--- src/rtl/start_done_caller_if.sv ---
// Bundles the three channels of start_done_caller into one interface.
//   req_*  : operand pair request, valid/ready, consumer is the caller
//   resp_* : result/timeout response, valid/ready, producer is the caller
//   call_* : start/done call to the attached callee
// master : the caller side (start_done_caller itself)
// slave  : the environment side (requester, response consumer, callee)
interface start_done_caller_if #(
    parameter int WIDTH = 32
);
    logic             req_valid;
    logic             req_ready;
    logic [WIDTH-1:0] req_a;
    logic [WIDTH-1:0] req_b;

    logic             resp_valid;
    logic             resp_ready;
    logic [WIDTH-1:0] resp_result;
    logic             resp_timeout;

    logic             call_start;
    logic [WIDTH-1:0] call_a;
    logic [WIDTH-1:0] call_b;
    logic [WIDTH-1:0] call_result;
    logic             call_done;

    modport master (
        input  req_valid, req_a, req_b, resp_ready, call_result, call_done,
        output req_ready, resp_valid, resp_result, resp_timeout,
               call_start, call_a, call_b
    );

    modport slave (
        output req_valid, req_a, req_b, resp_ready, call_result, call_done,
        input  req_ready, resp_valid, resp_result, resp_timeout,
               call_start, call_a, call_b
    );
endinterface

--- src/rtl/start_done_caller.sv ---
// Hardware initiator for start/done callees. Takes operand pairs from the
// request channel, issues one call at a time, waits for done (or gives up
// after TIMEOUT wait cycles) and queues the outcome in a small response FIFO.
// Ports:
//   clk           system clock, rising edge
//   reset         asynchronous active-high reset
//   bus           start_done_caller_if.master (req, resp and call channels)
//   busy          high whenever the FSM is not idle
//   timeout_count saturating count of abandoned calls
//
// state | meaning
// IDLE  | ready for a request while a FIFO slot is free
// ISSUE | call_start pulse, operands already registered
// GUARD | ignore call_done (may be stale from the previous call)
// WAIT  | sample call_done, count toward timeout
module start_done_caller #(
    parameter int WIDTH      = 32,
    parameter int TIMEOUT    = 64,
    parameter int RESP_DEPTH = 2
) (
    input  logic                clk,
    input  logic                reset,
    start_done_caller_if.master bus,
    output logic                busy,
    output logic [7:0]          timeout_count
);
    localparam int WAIT_W = $clog2(TIMEOUT);
    localparam int PTR_W  = (RESP_DEPTH > 1) ? $clog2(RESP_DEPTH) : 1;
    localparam int CNT_W  = $clog2(RESP_DEPTH + 1);
    localparam logic [WAIT_W-1:0] WAIT_LAST = WAIT_W'(TIMEOUT - 1);

    typedef enum logic [1:0] {ST_IDLE, ST_ISSUE, ST_GUARD, ST_WAIT} state_t;

    state_t            state;
    logic [WAIT_W-1:0] wait_cnt;

    logic [WIDTH:0]    mem [RESP_DEPTH];
    logic [PTR_W-1:0]  rd_ptr;
    logic [PTR_W-1:0]  wr_ptr;
    logic [CNT_W-1:0]  count;

    logic              accept;
    logic              push;
    logic              pop;
    logic [WIDTH:0]    push_entry;

    function automatic logic [PTR_W-1:0] next_ptr(input logic [PTR_W-1:0] p);
        return (p == PTR_W'(RESP_DEPTH - 1)) ? '0 : p + 1'b1;
    endfunction

    // A request is only taken when a FIFO slot is free, so the eventual
    // push can never overflow.
    assign bus.req_ready = (state == ST_IDLE) && (count < CNT_W'(RESP_DEPTH));
    assign accept        = bus.req_valid && bus.req_ready;

    assign push       = (state == ST_WAIT) && (bus.call_done || wait_cnt == WAIT_LAST);
    assign push_entry = bus.call_done ? {1'b0, bus.call_result} : {1'b1, {WIDTH{1'b0}}};

    assign bus.resp_valid = (count != '0);
    assign pop            = bus.resp_valid && bus.resp_ready;
    assign {bus.resp_timeout, bus.resp_result} = mem[rd_ptr];

    assign busy = (state != ST_IDLE);

    always_ff @(posedge clk or posedge reset) begin
        if (reset) begin
            state          <= ST_IDLE;
            wait_cnt       <= '0;
            timeout_count  <= '0;
            bus.call_start <= 1'b0;
            bus.call_a     <= '0;
            bus.call_b     <= '0;
        end else begin
            case (state)
                ST_IDLE: begin
                    if (accept) begin
                        bus.call_a     <= bus.req_a;
                        bus.call_b     <= bus.req_b;
                        bus.call_start <= 1'b1;
                        state          <= ST_ISSUE;
                    end
                end
                ST_ISSUE: begin
                    bus.call_start <= 1'b0;
                    state          <= ST_GUARD;
                end
                ST_GUARD: begin
                    wait_cnt <= '0;
                    state    <= ST_WAIT;
                end
                ST_WAIT: begin
                    if (push) begin
                        state <= ST_IDLE;
                        if (!bus.call_done && timeout_count != 8'hFF)
                            timeout_count <= timeout_count + 8'd1;
                    end else begin
                        wait_cnt <= wait_cnt + 1'b1;
                    end
                end
                default: state <= ST_IDLE;
            endcase
        end
    end

    // Storage is cleared on reset so the combinational head reads zero.
    always_ff @(posedge clk or posedge reset) begin
        if (reset) begin
            rd_ptr <= '0;
            wr_ptr <= '0;
            count  <= '0;
            for (int i = 0; i < RESP_DEPTH; i++)
                mem[i] <= '0;
        end else begin
            if (push) begin
                mem[wr_ptr] <= push_entry;
                wr_ptr      <= next_ptr(wr_ptr);
            end
            if (pop)
                rd_ptr <= next_ptr(rd_ptr);
            case ({push, pop})
                2'b10:   count <= count + 1'b1;
                2'b01:   count <= count - 1'b1;
                default: count <= count;
            endcase
        end
    end
endmodule

--- src/flat_wrapper.sv ---
// flat-port wrapper written by rule: the top's interface ports become plain ports
module start_done_caller_flat 
#(
    parameter int WIDTH      = 32,
    parameter int TIMEOUT    = 64,
    parameter int RESP_DEPTH = 2
)
  (clk, reset, busy, timeout_count, bus_req_valid, bus_req_a, bus_req_b, bus_resp_ready, bus_call_result, bus_call_done, bus_req_ready, bus_resp_valid, bus_resp_result, bus_resp_timeout, bus_call_start, bus_call_a, bus_call_b);
  start_done_caller_if #(.WIDTH(WIDTH)) bus_i ();
  input  logic clk;
  input  logic reset;
  output logic busy;
  output logic [7:0] timeout_count;
  input wire logic [$bits(bus_i.req_valid)-1:0] bus_req_valid;
  input wire logic [$bits(bus_i.req_a)-1:0] bus_req_a;
  input wire logic [$bits(bus_i.req_b)-1:0] bus_req_b;
  input wire logic [$bits(bus_i.resp_ready)-1:0] bus_resp_ready;
  input wire logic [$bits(bus_i.call_result)-1:0] bus_call_result;
  input wire logic [$bits(bus_i.call_done)-1:0] bus_call_done;
  output wire logic [$bits(bus_i.req_ready)-1:0] bus_req_ready;
  output wire logic [$bits(bus_i.resp_valid)-1:0] bus_resp_valid;
  output wire logic [$bits(bus_i.resp_result)-1:0] bus_resp_result;
  output wire logic [$bits(bus_i.resp_timeout)-1:0] bus_resp_timeout;
  output wire logic [$bits(bus_i.call_start)-1:0] bus_call_start;
  output wire logic [$bits(bus_i.call_a)-1:0] bus_call_a;
  output wire logic [$bits(bus_i.call_b)-1:0] bus_call_b;
  assign bus_i.req_valid = bus_req_valid;
  assign bus_i.req_a = bus_req_a;
  assign bus_i.req_b = bus_req_b;
  assign bus_i.resp_ready = bus_resp_ready;
  assign bus_i.call_result = bus_call_result;
  assign bus_i.call_done = bus_call_done;
  assign bus_req_ready = bus_i.req_ready;
  assign bus_resp_valid = bus_i.resp_valid;
  assign bus_resp_result = bus_i.resp_result;
  assign bus_resp_timeout = bus_i.resp_timeout;
  assign bus_call_start = bus_i.call_start;
  assign bus_call_a = bus_i.call_a;
  assign bus_call_b = bus_i.call_b;
  start_done_caller #(.WIDTH(WIDTH), .TIMEOUT(TIMEOUT), .RESP_DEPTH(RESP_DEPTH)) u_core (.clk(clk), .reset(reset), .bus(bus_i), .busy(busy), .timeout_count(timeout_count));
endmodule
--- config.mk ---
export PLATFORM = sky130hd
export DESIGN_NAME = start_done_caller_flat
export DESIGN_NICKNAME = d
export VERILOG_FILES = /design/src/rtl/start_done_caller_if.sv /design/src/rtl/start_done_caller.sv /design/src/flat_wrapper.sv
export SDC_FILE = /design/constraint.sdc
export NUM_CORES = 1
export LEC_CHECK = 0
export CORE_ASPECT_RATIO = 1.25
export CORE_MARGIN = 2
export CORE_UTILIZATION = 49
export DETAILED_ROUTE_END_ITERATION = 7
export HOLD_SLACK_MARGIN = 0.1
export PLACE_DENSITY = 0.92
export SETUP_SLACK_MARGIN = 0.15
export SLEW_MARGIN = 5
export SYNTH_ARGS = -nofsm -noshare
export SYNTH_HDL_FRONTEND = slang
export SYNTH_SLANG_ARGS = --single-unit
--- constraint.sdc ---
create_clock -name clk -period 15.11 [get_ports clk]
set_input_delay 3.022 -clock clk [delete_from_list [all_inputs] [get_ports clk]]
set_output_delay 3.022 -clock clk [all_outputs]
set_load 0.01 [all_outputs]
---- Word level (Yosys, flattened, before mapping) ----
Index checks and enable logic that the tools add are counted.
word-level totals
  register bits ........................... 151
  bits in latches ......................... 0
  bits in writable memories ............... 0
  bits in read-only memories .............. 0
  bits of input ports ..................... 101
  output and inout port bits .............. 109
  logic and storage cells ................. 69
  memories ................................ 0
cells by class
  add/sub/neg operators ................... 6
  multipliers ............................. 0
  div/mod/pow operators ................... 0
  order comparisons ....................... 4
  equal/unequal tests ..................... 10
  shift operators ......................... 0
  muxes and demuxes ....................... 17
  bitwise operators ....................... 2
  reductions and logical operators ........ 19
operators by type and width
  operator             count
  $mux 33              5
  $bwmux 66            1
  $demux 33 s1         1
  $pmux 6 s2           1
  $reduce_bool 2->1    5
  $add 8x1->8 const B  1
  $ne 8x8->1 const B   1
  $pmux 2 s4           1
  $reduce_and 2->1     4
  $add 6x1->6 const B  1
  $eq 2x2->1 const B   3
  $eq 6x6->1 const B   1
  $logic_and 1x1->1    6
  $mux 6               1
  $eq 2x1->1 const B   2
  $ge 2x2->1 const B   2
  $mux 2               2
  $ne 2x1->1 const B   2
  $not 1->2            2
  $pmux 2 s2           1
  $mux 1               3
  $reduce_and 3->1     1
  $add 1x1->1 const B  2
  $add 2x1->2 const B  1
  other kinds (8)      8

---- Longest topological paths before layout ----
Gate-level depths: netlist of run 1.
  word-level depth ........................ 6
  depth in mapped cells ................... 8
  depth with buffers taken out ............ 8

---- Least setup slack after synthesis of run 1 ----
OpenSTA, ideal clock, no wires.
  path type ............................... register to output
  start point ............................. register u_core.rd_ptr
  end point ............................... output port bus_resp_result[22]
  data arrival time ....................... 1.277 ns
  required time ........................... 12.088 ns
  setup slack ............................. 10.811 ns
  cell stages (with the launch flop) ...... 4
  buffers on the path ..................... 2
  path through ............................ dfrtp_1 -> clkbuf_1 -> buf_1 -> mux2_2
on the way
  word-level cells in the longest chain between the ends .. 4
ends and longest elaborated chain
  item                                         RTL line                  source
  from (decl)                                  start_done_caller.sv:38   logic [PTR_W-1:0] rd_ptr;
  from (signal assigned)                       start_done_caller.sv:119  rd_ptr <= next_ptr(rd_ptr);
  $not 1->2 (not written as such)              start_done_caller.sv:61   assign {bus.resp_timeout, bus.resp_result} = mem[rd_ptr];
  $mux 33 (not written as such) (3 in series)  start_done_caller.sv:61
  to (decl)                                    flat_wrapper.sv:22        output wire logic [$bits(bus_i.resp_result)-1:0] bus_resp_result;
Every way passes these cells. The select of a mux whose other input is x is not followed.

---- Worst setup path in the final report of run 1 ----
  start point ............................. register u_core.rd_ptr
  end point ............................... output port bus_resp_result[24]
The elaborated chain is that of the path after synthesis.

==> out/qor.txt, run 1 <==
critical path class -> flip-flop to output port
reg2reg start -> u_core.state[0]
Max-slew headroom -> 0.302
Clock Power Share -> 0.237
Final Max Tran Viols -> 0
Via density -> 5.49
Final Instance Count excl. Fillers -> 812
clock skew -> 0.00831 ns
total track usage -> 0.238
#FFs+latches synth -> 151
first drt pass iteration count -> 4
total gr overflow -> 0
Placed Instance Area -> 0.00843 mm^2
EDFF count, synth -> 0
hold depth -> 1
H-tree depth -> 4
syn nets -> 537
reg2reg end -> u_core.state[1]
Pint -> 1.39 mW
Post-CTS Setup Inserts -> 0
Vias -> 4,461
Primary FF master, synth -> dfrtp_1
Die W -> 105 um
gpl congestion -> 0.823
clk_lat worst skew -> 0.40 ns
crit start category -> flip-flop
Syn Inst Count -> 428
R2R setup slack -> 12.74 ns
drt wl/cell -> 19.7 um
Final Hold Viols -> 0
crit path DAT -> 2.28 ns
FP Rows -> 45
largest net degree at the start of global routing -> 87
sw frac -> 0.299
PnR Total Power -> 1.98 mW
PortBufs -> 209
placed cell count -> 780
core footprint -> 0.0123 mm^2
Register-to-Register Path Depth -> 7
status -> completed
Unique masters post-synth -> 38
leakage -> 4.10 nW
initial drt markers -> 202
NumNets Final -> 744
final wirelength -> 16,000 um
number of diodes -> 0
Finish-stage setup viols -> 0
Routed Antenna Nets -> 0
num ports -> 210
final period utilization -> 0.351
RSZ-0062 raised after global routing -> false
Max Cap Viol -> 0
Fmax achieved -> 189 MHz
antenna violations before repair -> 0
Post-synth ARST share -> 1.00
cts hold-fix bufs -> 0
DIE HEIGHT -> 130 um
top cells by area, synth -> dfrtp_1 (61%), mux2_2 (18%), a22o_1 (9.0%), buf_2 (1.7%), ha_1 (1.6%)
Gate power share -> 0.410
beginning of the worst hold path -> u_core.mem[18]
Fill cells -> 782
clk slew on worst S/H paths -> 0.06 ns
final instance area -> 0.00910 mm^2
die area -> 0.0136 mm^2
CTS Root Cell -> clkbuf_16
Avg Inst Size Synth -> 14.5 um^2
Final HPWL DP -> 11,100 um
Hold Path End -> u_core.mem[18]
Post-Syn Area -> 0.00621 mm^2
final hold slack -> 0.499 ns
first-pass GRT wire length -> 25,300 um
CTS tree -> yes
Peak VDD IR -> 0.000128 V
Post-CTS Resized -> 0
clock tree buffer depth -> 2
fin crit period -> 5.30 ns
synth warn -> 0
Synth area leader -> dfrtp_1
CTS buffer count -> 17
Reg power frac -> 0.353
number of global-route vias before repair -> 4,701
setup TNS -> 0 ns
area share of the largest cell type after synthesis -> 0.609
DRC Markers -> 0
peak fanout along the critical path -> 26
Starting Density -> 0.506
Worst Path Required -> 12.09 ns
P_sw -> 0.592 mW
CP endpoint kind -> output port
register area share after synthesis -> 0.609
layout cells sized above 1 -> 0.225
Area Growth Syn to Fin -> 46.6%
CTS sink cnt -> 151
PwrDens -> 218 mW/mm^2
Hold Path Class -> flip-flop to flip-flop
worst-margin pin slew -> 1.05 ns
[metrics by stage]
step | utilization | setup slack, ns
2_1_floorplan | - | 8.02
3_3_place_gp | 0.687 | 10.14
3_5_place_dp | 0.687 | 10.05
4_1_cts | 0.741 | 9.79
5_1_grt | 0.741 | 9.72
6_report | 0.741 | 9.81
[logic make-up after synthesis]
kind of cell,synth area share
DFF,0.609
muxes,0.183
AOI/OAI and AO/OA,0.107
and+or+nand+nor,0.0448
buffers and inverters,0.0230
xor gates and xnor gates,0.0169
adders and majority gates,0.0161
[area by class of cell]
type	count	area, um^2	share of cell area
clock buffers	19	453	0.0498
inverters	4	20.0	0.00220
multi-input cells	246	2290	0.251
flip-flops and latches	151	3780	0.415
well taps	164	205	0.0226
repair buffers	215	2140	0.235
clock inverters	13	218	0.0239
[registers in the layout (all words and copies together), names as in the netlist]
signal / cells
u_core.count: 2
u_core.bus.call_b: 32
u_core.bus.call_a: 32
u_core.timeout_count: 8
u_core.rd_ptr: 1
u_core.wait_cnt: 6
u_core.mem: 66
u_core.wr_ptr: 1
u_core.state: 2
u_core.bus.call_start: 1
[worst max-delay path, stage by stage (launching register included)]
cell	delay, ns
dfrtp_1	0.56
buf_4	0.41
mux2_2	0.39
clkdlybuf4s50_1	0.49
[worst max path at each step]
stage / startpoint / end / cells after the start
2_1_floorplan: reset / u_core.bus.call_a[0] / 1
3_3_place_gp: reset / u_core.bus.call_a[10] / 3
3_5_place_dp: reset / u_core.bus.call_a[10] / 3
4_1_cts: u_core.rd_ptr / bus_resp_result[24] / 3
5_1_grt: u_core.rd_ptr / bus_resp_result[24] / 3
6_report: u_core.rd_ptr / bus_resp_result[24] / 3
[synthesized netlist by cell type, drive strengths merged (2+ instances only)]
cell type	number
nand3b	2
and3	3
a21oi	6
dfrtp	151
and2	4
a31oi	4
nand2b	2
inv	4
buf	22
nor4	4
nand4	3
mux2	99
nor4b	2
ha	8
clkbuf	5
mux2i	2
nand2	5
a22o	64
nor2	7
nand3	5
o21ai	6
xor2	8
xnor2	4
[layer usage]
| metal | routed length [um] | part of all wire | vias up | track usage |
|---|---|---|---|---|
| met3 | 862 | 0.054 | 32 | 0.0564 |
| met5 | 0 | 0 | - | 0 |
| met2 | 8450 | 0.53 | 185 | 0.426 |
| li1 | - | - | 1997 | - |
| met1 | 6280 | 0.39 | 2247 | 0.280 |
| met4 | 422 | 0.026 | 0 | 0.0949 |
[cells in the final DEF, fill, tap and decap left out, types with 2 or more instances in the layout]
master           Yosys  routed
ha_1                 8       8
nand2_1              4       4
nand4_1              3       3
a31oi_1              4       4
inv_6                0       3
inv_1                4       3
xnor2_1              4       4
and3_1               2       2
bufinv_16            0       5
nand2b_1             2       2
nand3_1              5       5
mux2i_1              2       2
clkbuf_16            0      17
nor2_1               7       7
nor4b_1              2       2
nor4_1               4       4
clkbuf_8             0       2
clkinv_4             0       3
clkdlybuf4s50_1      0     209
dfrtp_1            151     151
a21oi_1              6       6
o21ai_0              5       5
xor2_1               8       8
a22o_1              64      64
and2_1               3       3
mux2_2              98      98
buf_4                0       6
[power by group through the flow]
stage	sequential [mW]	combinational [mW]	clock [mW]
final	0.698	0.811	0.470
after global routing	0.718	0.860	0.496
after CTS	0.696	0.820	0.478
after detailed placement	0.699	0.811	0
after global placement	0.693	0.778	0
after floorplan	0.708	0.380	0
No activity file was read; power rests on OpenSTA's default activity.
==> inputs of run 2 (changes only) <==
--- a/config.mk
+++ b/config.mk
@@ -7,10 +7,10 @@
 export LEC_CHECK = 0
 export CORE_ASPECT_RATIO = 1.25
 export CORE_MARGIN = 2
-export CORE_UTILIZATION = 49
+export CORE_UTILIZATION = 46
 export DETAILED_ROUTE_END_ITERATION = 7
 export HOLD_SLACK_MARGIN = 0.1
-export PLACE_DENSITY = 0.92
+export PLACE_DENSITY = 0.88
 export SETUP_SLACK_MARGIN = 0.15
 export SLEW_MARGIN = 5
 export SYNTH_ARGS = -nofsm -noshare
==> constraint.sdc (replaced) <==
create_clock -name clk -period 5.5 [get_ports clk]
set_input_delay 1.1 -clock clk [delete_from_list [all_inputs] [get_ports clk]]
set_output_delay 1.1 -clock clk [all_outputs]
set_load 0.01 [all_outputs]
==> out/qor.txt, run 2 (same netlist as run 1, synthesis figures left out) <==
reg2reg end -> u_core.mem[43]
number of diodes -> 0
layout cells sized above 1 -> 0.226
CP max stage delay -> 0.93 ns
DIE HEIGHT -> 134 um
Die W -> 108 um
clock tree buffer depth -> 2
GRT met1 Usage -> 0.271
CP endpoint kind -> output port
most common cell after layout, fill and taps aside -> clkdlybuf4s50_1
GR peak layer -> met2
cts hold-fix bufs -> 0
Pint -> 3.67 mW
Max Cap Viol -> 0
drt wl/cell -> 20.3 um
met2 GRT Util -> 0.399
first drt pass iteration count -> 4
Routed Antenna Nets -> 0
Max-slew headroom -> 0.327
reg2reg start -> u_core.state[1]
critical path's slowest cell -> dfrtp_2
critical path class -> flip-flop to output port
total track usage -> 0.229
R2R setup slack -> 3.23 ns
worst-margin pin slew -> 1.00 ns
Final Max Tran Viols -> 0
sw frac -> 0.311
Final HPWL DP -> 11,500 um
number of global-route vias before repair -> 4,801
status -> completed
Worst Path Required -> 4.40 ns
Area Growth Syn to Fin -> 45.6%
num ports -> 210
setup TNS -> 0 ns
largest net degree at the start of global routing -> 91
Reg power frac -> 0.368
commonest cells after routing, fill and taps aside -> clkdlybuf4s50_1 (209), dfrtp_1 (150), mux2_2 (98), a22o_1 (64), clkbuf_16 (17)
clk_lat worst skew -> 0.41 ns
PortBufs -> 209
Vias -> 4,480
Finish-stage setup viols -> 0
largest registers -> u_core.mem x66, u_core.bus.call_a x32, u_core.bus.call_b x32
Via density -> 5.49
Hold Path Class -> flip-flop to flip-flop
Hold Path End -> u_core.timeout_count[7]
FP Rows -> 47
placed cell count -> 784
clk slew on worst S/H paths -> 0.07 ns
hold depth -> 1
H-tree depth -> 4
fin crit period -> 3.39 ns
PwrDens -> 590 mW/mm^2
DRC Markers -> 0
crit path DAT -> 2.29 ns
leakage -> 4.05 nW
CTS buffer count -> 17
Peak VDD IR -> 0.000281 V
PnR Total Power -> 5.33 mW
Fmax achieved -> 295 MHz
peak fanout along the critical path -> 34
max reg flops -> 66
NumNets Final -> 741
total gr overflow -> 0
RSZ-0062 raised after global routing -> false
Final Instance Count excl. Fillers -> 816
Starting Density -> 0.469
core footprint -> 0.0132 mm^2
P_sw -> 1.66 mW
Post-CTS Setup Inserts -> 0
Clock Power Share -> 0.225
Register-to-Register Path Depth -> 4
critical-path cell list -> mux2_2 > clkdlybuf4s50_1
CTS sink cnt -> 151
antenna violations before repair -> 1
CTS Root Cell -> clkbuf_16
beginning of the worst hold path -> u_core.timeout_count[7]
clock skew -> 0.0119 ns
gpl congestion -> 0.798
grt met3 use -> 0.0627
final wirelength -> 16,600 um
Final Hold Viols -> 0
Post-CTS Resized -> 0
initial drt markers -> 201
CTS tree -> yes
Biggest register -> u_core.mem
final period utilization -> 0.617
die area -> 0.0144 mm^2
first-pass GRT wire length -> 25,400 um
Gate power share -> 0.407
crit start category -> flip-flop
-- run 2: critical path, delay by kind of cell, from the launching register on --
| kind | cells | cell delay [ns] |
|---|---|---|
| DFF | 1 | 0.93 |
| buffers and inverters | 1 | 0.49 |
| muxes | 1 | 0.42 |
-- run 2: per-stage QoR --
step,hold WS (ns),util,area [um^2],worst slack [ns]
6_report,0.494,0.683,9040,2.11
5_1_grt,0.511,0.683,9040,2.03
4_1_cts,0.499,0.683,9040,2.07
3_5_place_dp,0.482,0.637,8420,2.53
3_3_place_gp,0.480,0.637,8420,2.59
2_1_floorplan,0.457,-,6210,0.335
-- run 2: per-layer routing --
metal / up-vias / routed length [um]
met5: - / 13
met4: 2 / 386
met3: 35 / 1200
met2: 186 / 8540
met1: 2270 / 6420
li1: 1987 / -
-- run 2: cell type report --
| type | count | area, um^2 |
|---|---|---|
| sequential | 151 | 3780 |
| tap | 171 | 214 |
| inverter | 4 | 20.0 |
| clock buffer | 19 | 453 |
| multi-input combinational | 246 | 2300 |
| fill | 910 | 4200 |
| clock inverter | 13 | 159 |
| timing repair buffer | 212 | 2110 |
-- run 2: power groups by stage --
stage	sequential (mW)	clock [mW]	combinational, mW
floorplan	1.94	0	1.04
CTS	1.96	1.22	2.20
global placement	1.94	0	2.10
global route	2.01	1.27	2.31
detailed placement	1.97	0	2.18
finish	1.96	1.20	2.17
-- run 2: how the worst max path moves through the flow --
stage / startpoint / cells past startpoint / to / slack (ns)
5_1_grt: u_core.rd_ptr / 2 / bus_resp_result[19] / 2.03
3_3_place_gp: u_core.rd_ptr / 2 / bus_resp_result[30] / 2.59
6_report: u_core.rd_ptr / 2 / bus_resp_result[16] / 2.11
3_5_place_dp: u_core.rd_ptr / 2 / bus_resp_result[10] / 2.53
4_1_cts: u_core.rd_ptr / 2 / bus_resp_result[16] / 2.07
2_1_floorplan: reset / 1 / u_core.bus.call_a[0] / 0.34
